<file path="config.mk">
export PLATFORM = sky130hd
export DESIGN_NAME = day01_rot_scheduler
export DESIGN_NICKNAME = d
export VERILOG_FILES = /design/src/rtl/day01_rot_scheduler.sv
export SDC_FILE = /design/constraint.sdc
export NUM_CORES = 1
export LEC_CHECK = 0
export ABC_AREA = 1
export BUFFER_PORTS_ARGS = -buffer_cell sky130_fd_sc_hd__buf_2
export CAP_MARGIN = 20
export CORE_ASPECT_RATIO = 0.5
export CORE_MARGIN = 5
export CORE_UTILIZATION = 23
export CTS_CLUSTER_SIZE = 24
export DETAILED_ROUTE_END_ITERATION = 7
export PLACE_DENSITY = 0.39
export SLEW_MARGIN = 30
export SYNTH_ARGS = -nofsm -noshare
export SYNTH_HDL_FRONTEND = slang
export SYNTH_SLANG_ARGS = --single-unit
</file>
<file path="constraint.sdc">
create_clock -name clk -period 6.08 [get_ports clk]
set_clock_uncertainty 0.15 [all_clocks]
set_input_delay 1.216 -clock clk [delete_from_list [all_inputs] [get_ports clk]]
set_output_delay 1.216 -clock clk [all_outputs]
set_load 0.05 [all_outputs]
</file>
<file path="src/rtl/day01_rot_scheduler.sv">
// Front-end for the day-01 dial stepper: parses "L68\n"-style ASCII into rotation commands,
// buffers them in a small FIFO and hands them to the engine one at a time.
module day01_rot_scheduler #(
  parameter int unsigned FIFO_DEPTH = 4,
  parameter int unsigned STEP_W     = 32
) (
  input  logic              clk,
  input  logic              rst,
  input  logic              in_valid,
  input  logic [7:0]        in_data,
  input  logic              in_last,
  output logic              in_ready,
  output logic              cmd_valid,
  output logic              cmd_dir,
  output logic [STEP_W-1:0] cmd_steps,
  input  logic              eng_ready,
  output logic [31:0]       cmd_issued,
  output logic              parse_err,
  output logic              done
);

  localparam int unsigned PtrW = $clog2(FIFO_DEPTH);
  localparam int unsigned EntW = STEP_W + 1;
  localparam logic [PtrW:0] PtrOne = {{PtrW{1'b0}}, 1'b1};

  typedef enum logic [1:0] {PIdle, PNum, PEnd} pstate_e;

  pstate_e             state_q, state_d;
  logic                dir_q, dir_d;
  logic [STEP_W-1:0]   acc_q, acc_d;
  logic                has_digit_q, has_digit_d;
  logic                err_q, err_d;

  logic [EntW-1:0]     mem_q [FIFO_DEPTH];
  logic [PtrW:0]       wr_ptr_q, rd_ptr_q;
  logic [31:0]         issued_q;
  logic                hs_q;
  logic                done_q;

  logic                fifo_empty, fifo_full;
  logic                accept, push, pop;
  logic                is_digit;
  logic [3:0]          digit;
  logic [STEP_W+3:0]   acc_next;
  logic [EntW-1:0]     head;

  assign fifo_empty = (wr_ptr_q == rd_ptr_q);
  assign fifo_full  = (wr_ptr_q[PtrW] != rd_ptr_q[PtrW]) &&
                      (wr_ptr_q[PtrW-1:0] == rd_ptr_q[PtrW-1:0]);

  // Gated by rst so the interface reads not-ready during the reset cycle itself.
  assign in_ready = !rst && (state_q != PEnd) && !fifo_full;
  assign accept   = in_valid && in_ready;

  assign is_digit = (in_data >= 8'h30) && (in_data <= 8'h39);
  assign digit    = in_data[3:0];
  // acc*10 + d computed with 4 guard bits so overflow shows up in the top nibble.
  assign acc_next = ({4'b0, acc_q} << 3) + ({4'b0, acc_q} << 1) + {{STEP_W{1'b0}}, digit};

  always_comb begin
    state_d     = state_q;
    dir_d       = dir_q;
    acc_d       = acc_q;
    has_digit_d = has_digit_q;
    err_d       = err_q;
    push        = 1'b0;
    if (accept) begin
      unique case (state_q)
        PIdle: begin
          if (in_data == 8'h4C || in_data == 8'h52) begin
            dir_d       = (in_data == 8'h52);
            acc_d       = '0;
            has_digit_d = 1'b0;
            state_d     = PNum;
          end else if (in_data != 8'h0A && in_data != 8'h0D) begin
            err_d = 1'b1;
          end
        end
        PNum: begin
          if (is_digit) begin
            has_digit_d = 1'b1;
            if (|acc_next[STEP_W+3:STEP_W]) begin
              acc_d = '1;
              err_d = 1'b1;
            end else begin
              acc_d = acc_next[STEP_W-1:0];
            end
          end else if (in_data == 8'h0A) begin
            push    = 1'b1;
            state_d = PIdle;
          end else if (in_data != 8'h0D) begin
            err_d   = 1'b1;
            state_d = PIdle;
          end
        end
        default: ;
      endcase
      // Final byte: flush a newline-less command that already has digits.
      if (in_last) begin
        if (state_d == PNum && has_digit_d) push = 1'b1;
        state_d = PEnd;
      end
    end
  end

  assign head      = mem_q[rd_ptr_q[PtrW-1:0]];
  assign cmd_valid = !fifo_empty;
  assign cmd_dir   = cmd_valid & head[STEP_W];
  assign cmd_steps = cmd_valid ? head[STEP_W-1:0] : '0;
  assign pop       = cmd_valid && eng_ready;

  always_ff @(posedge clk) begin
    if (push) mem_q[wr_ptr_q[PtrW-1:0]] <= {dir_d, acc_d};
  end

  always_ff @(posedge clk) begin
    if (rst) begin
      state_q     <= PIdle;
      dir_q       <= 1'b0;
      acc_q       <= '0;
      has_digit_q <= 1'b0;
      err_q       <= 1'b0;
      wr_ptr_q    <= '0;
      rd_ptr_q    <= '0;
      issued_q    <= '0;
      hs_q        <= 1'b0;
      done_q      <= 1'b0;
    end else begin
      state_q     <= state_d;
      dir_q       <= dir_d;
      acc_q       <= acc_d;
      has_digit_q <= has_digit_d;
      err_q       <= err_d;
      if (push) wr_ptr_q <= wr_ptr_q + PtrOne;
      if (pop) begin
        rd_ptr_q <= rd_ptr_q + PtrOne;
        issued_q <= issued_q + 32'd1;
      end
      hs_q <= pop;
      // hs_q masks the cycle where the engine's registered ready has not yet dropped.
      if (state_q == PEnd && fifo_empty && eng_ready && !hs_q) done_q <= 1'b1;
    end
  end

  assign cmd_issued = issued_q;
  assign parse_err  = err_q;
  assign done       = done_q;

endmodule

</file>
==> Word-level counts from Yosys, hierarchy flattened <==
Memories as Yosys holds them, arrays and structs flattened. A register that Yosys moved wholly into a read port is not among the register bits.
Cells that the tools add are included.
{ "word_totals": {"mem_count": 1, "ramBits": 132, "in_bits": 13, "out_inout_bits": 69, "regBits": 77} }
{ "mem_list": {"columns": ["name", "words", "word_bits", "read_ports", "rd_ports_with_merged_regs", "write_ports", "line_no", "text"], "rows": [
  ["mem_q", 4, 33, 1, 1, 1, "34", "logic [EntW-1:0] mem_q [FIFO_DEPTH];"]
]} }
{ "classes": {"n_eq_ne": 17, "add_sub_neg": 5, "n_bitwise": 1, "n_reduce_logical": 20, "muxes": 37, "magnitude_cmp": 2} }
{ "op_table": {"columns": ["operator", "n"], "rows": [
  ["2-to-1 mux 32 bit", 5],
  ["one-hot mux 32 bit (2 select lines)", 1],
  ["adder 35 x 33 -> 36 bit", 1],
  ["adder 36 x 4 -> 36 bit", 1],
  ["adder 32 x 1 -> 32 bit, second input constant", 1],
  ["2-to-1 mux 1 bit", 20],
  ["== test 8 x 7 -> 1 bit, second input constant", 2],
  ["2-to-1 mux 2 bit", 8],
  ["inequality test 8 x 4 -> 1 bit, second input constant", 2],
  ["logical AND 1 bit", 11],
  ["inequality test 3 bit, second input constant", 3],
  ["== test 8 x 4 -> 1 bit, second input constant", 1],
  [">= comparator 8 x 6 -> 1 bit, second input constant", 1],
  ["<= comparator 8 x 6 -> 1 bit, second input constant", 1],
  ["AND reduction 7 bit", 1],
  ["adder 3 x 1 -> 3 bit, second input constant", 2],
  ["inequality test 2 bit, second input constant", 3],
  ["== test 2 x 1 -> 1 bit, second input constant", 2],
  ["zero test 1 bit", 4],
  ["one-hot mux 1 bit (2 select lines)", 2],
  ["one-hot mux 2 bit (2 select lines)", 1],
  ["OR reduction 4 bit", 1],
  ["== test 3 bit", 1],
  ["== test 2 bit", 1],
  ["6 further kinds", 6]
]} }

==> Logic depth before layout (Yosys ltp) <==
Gate-level depths: netlist of the first run.
{ "depth": {"word_depth": 13, "ltp_mapped": 22, "ltp_nobuf": 21} }

==> Worst setup path after synthesis of the first run <==
OpenSTA, ideal clock, no wires.
{ "synth_timing": {"path_kind": "input to register", "start": "in in_data[1]", "end": "mem mem_q[0][0] in the netlist's numbering (enable)", "setup_ns": 0.423, "path_buffers": 0, "required_time_ns": 5.507, "setup_slack_ns": 1.884, "arrival_ns": 3.623, "stages": 8, "path_cell_list": "or2_1 a21oi_4 nor3_1 o21ai_0 nand3_1 nand2_1 nand2_1 nor2_1"} }
{ "synth_via": {"elab_chain_cells": 13, "word_cells_on_any_way": 28} }
{ "synth_lines": {"columns": ["item", "line_no", "text"], "rows": [
  ["from (decl)", "10", "input logic [7:0] in_data,"],
  ["branches (longest 9 deep; another with >= comparator 8 x 6 -> 1 bit)", null, null],
  ["2-to-1 mux 1 bit *", "99", "if (in_last) begin"],
  ["2-to-1 mux 1 bit *", "67", "if (accept) begin"],
  ["2-to-1 mux 1 bit *", "113", "if (push) mem_q[wr_ptr_q[PtrW-1:0]] <= {dir_d, acc_d};"],
  ["2-to-1 mux 1 bit (implied by the code) *", "113", null],
  ["to (decl)", "34", null]
]} }
Mark *: on every way between the ends. The select of a mux whose other input is x is not followed.

==> Final worst setup path of the first run <==
{ "layout_timing": {"start": "in in_data[3]", "end": "mem mem_q[2][24] in the netlist's numbering (data pin)"} }
{ "layout_via": {"elab_chain_cells": 6, "word_cells_on_any_way": 13} }
{ "layout_lines": {"columns": ["item", "line_no", "text"], "rows": [
  ["adder 36 x 4 -> 36 bit", "58", "assign acc_next = ({4'b0, acc_q} << 3) + ({4'b0, acc_q} << 1) + {{STEP_W{1'b0}}, digit};"],
  ["OR reduction 4 bit", "82", "if (|acc_next[STEP_W+3:STEP_W]) begin"],
  ["2-to-1 mux 32 bit", "82", null],
  ["2-to-1 mux 32 bit", "80", "if (is_digit) begin"],
  ["one-hot mux 32 bit (2 select lines) *", "68", "unique case (state_q)"],
  ["2-to-1 mux 32 bit *", "67", null],
  ["via acc_d[24]", "30", "logic [STEP_W-1:0] acc_q, acc_d;"]
]} }
The timed path passes the listed nets; every way through them passes the cells marked *.

==> summary.txt, run 1 <==
Global routing
  • Largest net degree at the start of global routing: 58
  • First-pass GRT wire length: between 60 and 70 mm
  • Total global-route track usage: 0.131
  • Vias in the first global route: 10.2k
  • Overflow after GRT: 0
  • Initial antenna violation count: 0

Route
  • Antenna Nets Post-Route: 0
  • DRT iter0 DRCs: 689
  • WL per Instance: 16.3 um
  • Via-per-instance ratio: approximately 4.4
  • DR DRC count: 0
  • DR vias: 10.6k
  • Pre-antenna DRT Iters: 5
  • Total wire length: 39.5 mm

Power
  • Maximum VDD drop: 0.153 mV
  • Power per cell area: 235 nW/um^2
  • Leak Pwr: slightly below 7 nW

Critical path
  • Delay-heaviest family, CP: simple AND/OR/NAND/NOR gates
  • Bufs and invs on worst path: 4
  • R2r worst-path depth: 17
  • Crit-path max cell delay: 0.58 ns
  • R2r endpoint: mem_q[2][24]
  • Reg-to-Reg Start: acc_q[9]
  • WP data arrival: 4.31 ns
  • Most frequent CP cell: nand2_1
  • CP max-delay cell: fa_1
  • Critical path startpoint category: input port
  • WS Path Type: in2reg
  • CP required: a little over 6 ns
  • Crit. End Element: flop
  • CP max FO: 16
  • FF-to-FF setup slack: 2.26 ns
  • Crit-path cells: buf_2 -> fa_1 -> inv_1 -> fa_1 -> inv_1 -> nand2_1 -> nand2_1 -> nand3_1 -> nand2_1 -> nand2_1 -> nand2_2 -> nand2_1 -> nand3_2 -> nand2_1 -> nor2_4 -> buf_4 -> nand3_1 -> nand2_1 -> nand2_1 -> nand2_1 -> nand2_1

Timing
  • Tightest Pin Transition: 0.921 ns
  • Relative slew slack: 0.386
  • Final setup viols: 0
  • Final Max Slew Viols: 0
  • Max Clk Rate: approximately 240 MHz
  • RSZ-0062 raised after global routing: no
  • Final Hold Fails: 0
  • Tcrit/Tclk final: 0.690
  • Min Clock Period, post-route: 4.19 ns
  • TNS Setup: 0 ns

Synth
  • Ys async rst share: 0
  • Syn. warnings: 0
  • Synthesized area: 12,500 um^2
  • Syn Nets: 1,712
  • Top-count cell post-synth: nand2_1
  • Syn Area/Cell: 7.66 um^2
  • Sequential fraction of the synthesis area: 0.445
  • Number of synthesized flops with an enable pin: around 130
  • Yosys top cell area share: 0.318
  • List of most frequent post-synthesis cells: nand2_1 (475), nor2_1 (263), inv_1 (178)
  • Yosys reg bits: approximately 210
  • Unique masters post-synth: 49
  • Synth area leaders: edfxtp_1 (32%), nand2_1 (14%), dfxtp_1 (13%)
  • Synth Flop Type: edfxtp_1
  • Synthesized instance count: 1,628
  • Leading area contributor after synthesis: edfxtp_1

Floorplan
  • Core Area: roughly 54,000 um^2
  • Die Height: 175 um
  • Die width: 339 um
  • I/O Pins: 82
  • Initial Util: 0.232
  • Die area: 59,200 um^2
  • Rows: 60

Hold path
  • Worst Hold Endpoint: has_digit_q
  • Hold Path Class: reg2reg
  • HP Start: has_digit_q
  • Hold depth: 2

CTS
  • Clock Sinks: 211
  • Cts repair resizes: 0
  • Setup repair bufs after CTS: 0
  • Clk buf depth: 3
  • Clock transition at path regs: roughly 0.060 ns
  • Clock latency on the worst-skew pair: between 0.5 and 0.6 ns
  • CTS tree: done
  • Clock root buffer: clkbuf_16
  • CTS buffer count: 23
  • Hold buffers post-CTS: 0
  • H-tree Lvls: 1

Finish
  • FILL cells: 5,844
  • Post-Layout Cell Count: 2,429
  • Nets: 1,783
  • Layout cells sized above 1: 0.101
  • Antenna cells: 0
  • Area of the multi-input gates: 6020 um^2
  • Design area: 14,500 um^2
  • FF/Latch Area: 5550 um^2
  • Area delta synth->final: 16.0%

Placement
  • I/O Buffers: 81
  • Dpl cells: 2,387
  • DP Area: around 14,000 um^2
  • GPL Wtd Cong: 0.843
  • Half-perimeter wire length after placement: 28.6 mm

Run status
  • Status: complete, no violations

Flow run
  • Max_cap viols: 0
## cell type report
class | count | share of cell area
inverter | 187 | 0.0486
timing repair buffer | 97 | 0.0381
clock buffer | 36 | 0.0467
clock inverter | 6 | 0.00502
sequential | 211 | 0.384
tap | 713 | 0.0617
multi-input combinational | 1179 | 0.416
## per-stage QoR
stage               total power, mW  hold WS (ns)  setup slack [ns]   util
global route                   3.55         0.336              1.58  0.269
global placement               2.03         0.292              1.38  0.255
CTS                            3.46         0.308              1.87  0.269
floorplan                      1.88         0.280              1.88      -
detailed placement             2.03         0.299              1.31  0.256
finish                         3.40         0.302              1.89  0.269
## state kept, by name, summed over array words and instances (netlist names), named ones only
| name | flops |
|---|---|
| mem_q | 132 |
| acc_q | 32 |
| cmd_issued | 32 |
| rd_ptr_q | 3 |
| wr_ptr_q | 3 |
| state_q | 2 |
| dir_q | 1 |
| done | 1 |
| has_digit_q | 1 |
| hs_q | 1 |
| parse_err | 1 |
## tightest hold or removal path, cell delays in order (launching register included)
cell and delay, ns:
dfxtp_1 0.30, inv_1 0.06, a21oi_1 0.05
## worst max-delay path by stage
stage          slack, ns  cells after the start        from       endpoint
6_report            1.89                     21  in_data[3]   mem_q[2][24]
5_1_grt             1.58                     21  in_data[3]   mem_q[0][24]
4_1_cts             1.87                      7        flop  cmd_steps[12]
3_5_place_dp        1.31                     21  in_data[3]   mem_q[1][24]
3_3_place_gp        1.38                     21  in_data[3]   mem_q[2][27]
2_1_floorplan       1.88                      8  in_data[1]    mem_q[0][0]
## report_power, final
group          switching (mW)  total (mW)  internal, mW  leakage (nW)
combinational           0.363       0.464         0.101          4.41
sequential             0.0148        1.52          1.51          2.00
clock                   0.600        1.41         0.812         0.364
## kinds of logic after synthesis
logic type,Yosys count,share of synthesized area
buffers and inverters,238,0.0752
flip-flops,211,0.445
AO/OA/AOI/OAI,202,0.0955
AND/OR/NAND/NOR,875,0.290
XOR/XNOR,31,0.0218
adder cells (fa/ha/maj),71,0.0725
## placed cells by master (no fill, tap or decap), drive strengths merged, types with 14 or more instances in the layout
cell    instances
o32ai          33
ha             69
dfxtp          79
xnor2          19
nand2         483
clkbuf         36
nor3           28
a21oi          95
nand3          55
o21ai          59
inv           187
nor2          272
buf            97
edfxtp        132
nand4          14
## layer usage
metal | up-vias | track usage | routed length (um)
li1 | 5468 | - | -
met1 | 4960 | 0.203 | 21400
met2 | 151 | 0.198 | 16300
met3 | 31 | 0.0187 | 1350
met4 | 0 | 0.0183 | 465
met5 | - | 0 | 0
(Power assumes the default switching activity.)
==> run 2, diff against run 1 <==
--- a/config.mk
+++ b/config.mk
@@ -5,7 +5,7 @@
 export SDC_FILE = /design/constraint.sdc
 export NUM_CORES = 1
 export LEC_CHECK = 0
-export ABC_AREA = 1
+export ABC_AREA = 0
 export BUFFER_PORTS_ARGS = -buffer_cell sky130_fd_sc_hd__buf_2
 export CAP_MARGIN = 20
 export CORE_ASPECT_RATIO = 0.5
@@ -13,7 +13,7 @@
 export CORE_UTILIZATION = 23
 export CTS_CLUSTER_SIZE = 24
 export DETAILED_ROUTE_END_ITERATION = 7
-export PLACE_DENSITY = 0.39
+export PLACE_DENSITY = 0.41
 export SLEW_MARGIN = 30
 export SYNTH_ARGS = -nofsm -noshare
 export SYNTH_HDL_FRONTEND = slang
==> constraint.sdc (replaced) <==
create_clock -name clk -period 3.6 [get_ports clk]
set_clock_uncertainty 0.15 [all_clocks]
set_input_delay 0.72 -clock clk [delete_from_list [all_inputs] [get_ports clk]]
set_output_delay 0.72 -clock clk [all_outputs]
set_load 0.05 [all_outputs]
==> run 2 against run 1 <==
  * The flow now finishes with violations (negative setup slack)
  * Via count decreased by 19%
  * Wire length decreased by 12%
  * Count of clock-buffer cells in the layout shrank 6
  * Area after synthesis decreased by 10%
  * Global-route usage fell by 0.56 points
  * First-iteration DRC count shrank 31%
  * Sequential share of layout area is 2.0 points lower
  * Critical path type is now reg2reg
==> summary.txt, run 2 <==
Floorplan
  • I/O Pins: about 80
  • Core Area: 48,400 um^2
  • Die width: between 300 and 400 um
  • Die Height: ~170 um
  • Die area: 53,500 um^2
  • Initial Util: 0.232
  • Rows: 57

Critical path
  • WP data arrival: 3.88 ns
  • Crit-path cells: fa_1 -> inv_2 -> fa_2 -> nand2b_4 -> a21oi_4 -> o221a_4 -> a31oi_4 -> o211a_1 -> o221ai_4 -> o211ai_4 -> buf_6 -> buf_8 -> o41ai_4 -> nor2_2
  • FF-to-FF setup slack: -0.17 ns
  • CP required: 3.71 ns
  • Crit. End Element: flop
  • CP max-delay cell: fa_1
  • Critical path startpoint category: flop
  • WS Path Type: reg2reg
  • R2r worst-path depth: 14
  • CP max FO: 4
  • Crit-path max cell delay: roughly 0.57 ns

Synth
  • Sequential fraction of the synthesis area: 0.495
  • Simple-Gate Fraction of Synth Area: 0.143
  • Synth Area in Compound Gates: 0.140
  • Synth Area in XOR/XNOR: 0.0477
  • Synth Area in Adders: 0.0806
  • Number of synthesized flops with an enable pin: 132
  • Yosys top cell area share: 0.354
  • Syn. warnings: 0
  • Ys async rst share: 0
  • Synthesized area: roughly 11,000 um^2
  • Syn Nets: about 1.1k
  • Syn Area/Cell: 11.0 um^2
  • Synth Flop Type: edfxtp_1
  • Synthesized instance count: 1,016
  • List of most frequent post-synthesis cells: edfxtp_1 (132), nand2_1 (112), a21oi_1 (81)
  • Leading area contributor after synthesis: edfxtp_1
  • Largest family of logic cells by synthesized area: simple AND/OR/NAND/NOR gates
  • Top-count cell post-synth: edfxtp_1
  • Yosys reg bits: approximately 210
  • Mux contribution to synthesized area: 0.0663
  • Unique masters post-synth: 71
  • Synth area leaders: edfxtp_1 (35%), dfxtp_1 (14%), ha_1 (7.7%)

Finish
  • Most common cell after layout, fill and taps aside: buf_4
  • Area delta synth->final: 36.4%
  • Final core utilization: 0.316
  • Nets: 1,316
  • Layout cells sized above 1: 0.348
  • Max reg flops: 132
  • Commonest cells after routing, fill and taps aside: buf_4 (135), edfxtp_1 (132), nand2_1 (89), buf_2 (81), a21oi_1 (74)
  • Antenna cells: 0

Route
  • Highest routed layer: met4
  • Detail Route met3 WL: 1.15 mm
  • DRT iter0 DRCs: 475
  • DR vias: around 8.6k
  • WL per Instance: between 15 and 20 um
  • Via-per-instance ratio: between 4 and 5
  • M1 wire length: between 15 and 20 mm
  • DR DRC count: 0
  • Met2 wire len: ~17 mm
  • Antenna Nets Post-Route: 0
  • Pre-antenna DRT Iters: 4
  • Total wire length: 34.6 mm

Global routing
  • Initial antenna violation count: 0
  • First-pass GRT wire length: 53.1 mm
  • Overflow after GRT: 0
  • Largest net degree at the start of global routing: between 50 and 60
  • Total global-route track usage: 0.126
  • Vias in the first global route: ~9k

Timing
  • Final setup viols: roughly 110
  • RSZ-0062 raised after global routing: yes
  • Relative slew slack: 0.524
  • Final Hold Fails: 0
  • Max Clk Rate: 265 MHz
  • Tightest Pin Transition: 0.713 ns
  • Tcrit/Tclk final: 1.05
  • Min Clock Period, post-route: between 3 and 4 ns
  • Final Max Slew Viols: 0
  • Setup WS post-layout: -0.169 ns
  • Hold_ws: 0.334 ns

CTS
  • CTS tree: done
  • Clock root buffer: clkbuf_16
  • Clock transition at path regs: 0.06 ns
  • Clock latency on the worst-skew pair: approximately 0.54 ns
  • H-tree Lvls: 1
  • CTS buffer count: 24
  • Clk buf depth: 3
  • Clock Sinks: 211
  • Hold buffers post-CTS: 0

Run status
  • Status: finished, violations left
  • Failing checks: negative setup slack

Power
  • Maximum VDD drop: 0.277 mV
  • Leak Pwr: 6.11 nW
  • Power per cell area: around 340 nW/um^2

Hold path
  • Hold depth: 3
  • Hold Path Class: in2reg

Placement
  • GPL Wtd Cong: 0.805
  • Half-perimeter wire length after placement: between 20 and 25 mm
  • Worst slack, placed: -0.813 ns
  • I/O Buffers: 81

Flow run
  • Max_cap viols: 0
run 2: changes by cell type after synthesis, sizes merged, moves of 20 or more:
cell,before,now
o21ai,59,39
o31ai,0,27
nand3,55,25
nand2,483,113
mux4,0,33
nor2,272,76
inv,186,25
nor2b,0,39
o32ai,33,0
run 2: final cells by class:
| type | instances | area, um^2 |
|---|---|---|
| well taps | 649 | 812 |
| inverters | 25 | 93.8 |
| clock buffers | 30 | 663 |
| flip-flops and latches | 211 | 5560 |
| multi-input cells | 730 | 6140 |
| fillers | 4961 | 33100 |
| repair buffers | 240 | 1830 |
| clock inverters | 14 | 185 |
run 2: critical path: cells and delay by family, from the launching register on:
family | cells | cell delay [ns]
fa+ha+maj | 2 | 0.91
buf+inv | 3 | 0.35
compound gates | 7 | 1.47
simple gates | 2 | 0.27
flops | 1 | 0.36
run 2: final timing paths:
path,from,to
worst max-delay path,acc_q[0],mem_q[0][28]
worst min-delay path,eng_ready,done
worst max register to register,acc_q[0],mem_q[0][28]
worst min register to register,done,done
run 2: cells by family after synthesis:
kind of cell	Yosys count
AOI/OAI and AO/OA	236
and+or+nand+nor	328
xor gates and xnor gates	61
buffers and inverters	76
adders and majority gates	71
DFF	211
muxes	33
run 2: where the power goes:
part | switching [mW] | internal (mW) | total, mW
registers | 0.00290 | 2.54 | 2.54
logic | 0.0831 | 0.0369 | 0.120
clock network | 1.06 | 1.55 | 2.61
total | 1.15 | 4.12 | 5.27
run 2: metrics by stage:
step           setup TNS [ns]  power [mW]  area [um^2]  std cells
3_5_place_dp          -104.43        2.69        13500       1828
6_report                -6.81        5.27        15300       1899
3_3_place_gp           -92.26        2.69        13500       1828
4_1_cts                -15.76        5.36        14900       1889
2_1_floorplan          -23.11        2.65        11300       1016
5_1_grt                -26.88        5.46        15300       1899
run 2: timing repair:
item,4_1_cts,5_1_grt
setup endpoints to repair,154,161
gates resized for setup,92,52
setup buffers,15,10
gates cloned,2,1
hold endpoints to repair,0,0
pin swaps,18,55
run 2: layer usage:
layer	vias up	global-route usage
met1	4267	0.164
met4	0	0.0323
met2	112	0.220
met5	-	0
met3	47	0.0180
li1	4213	-
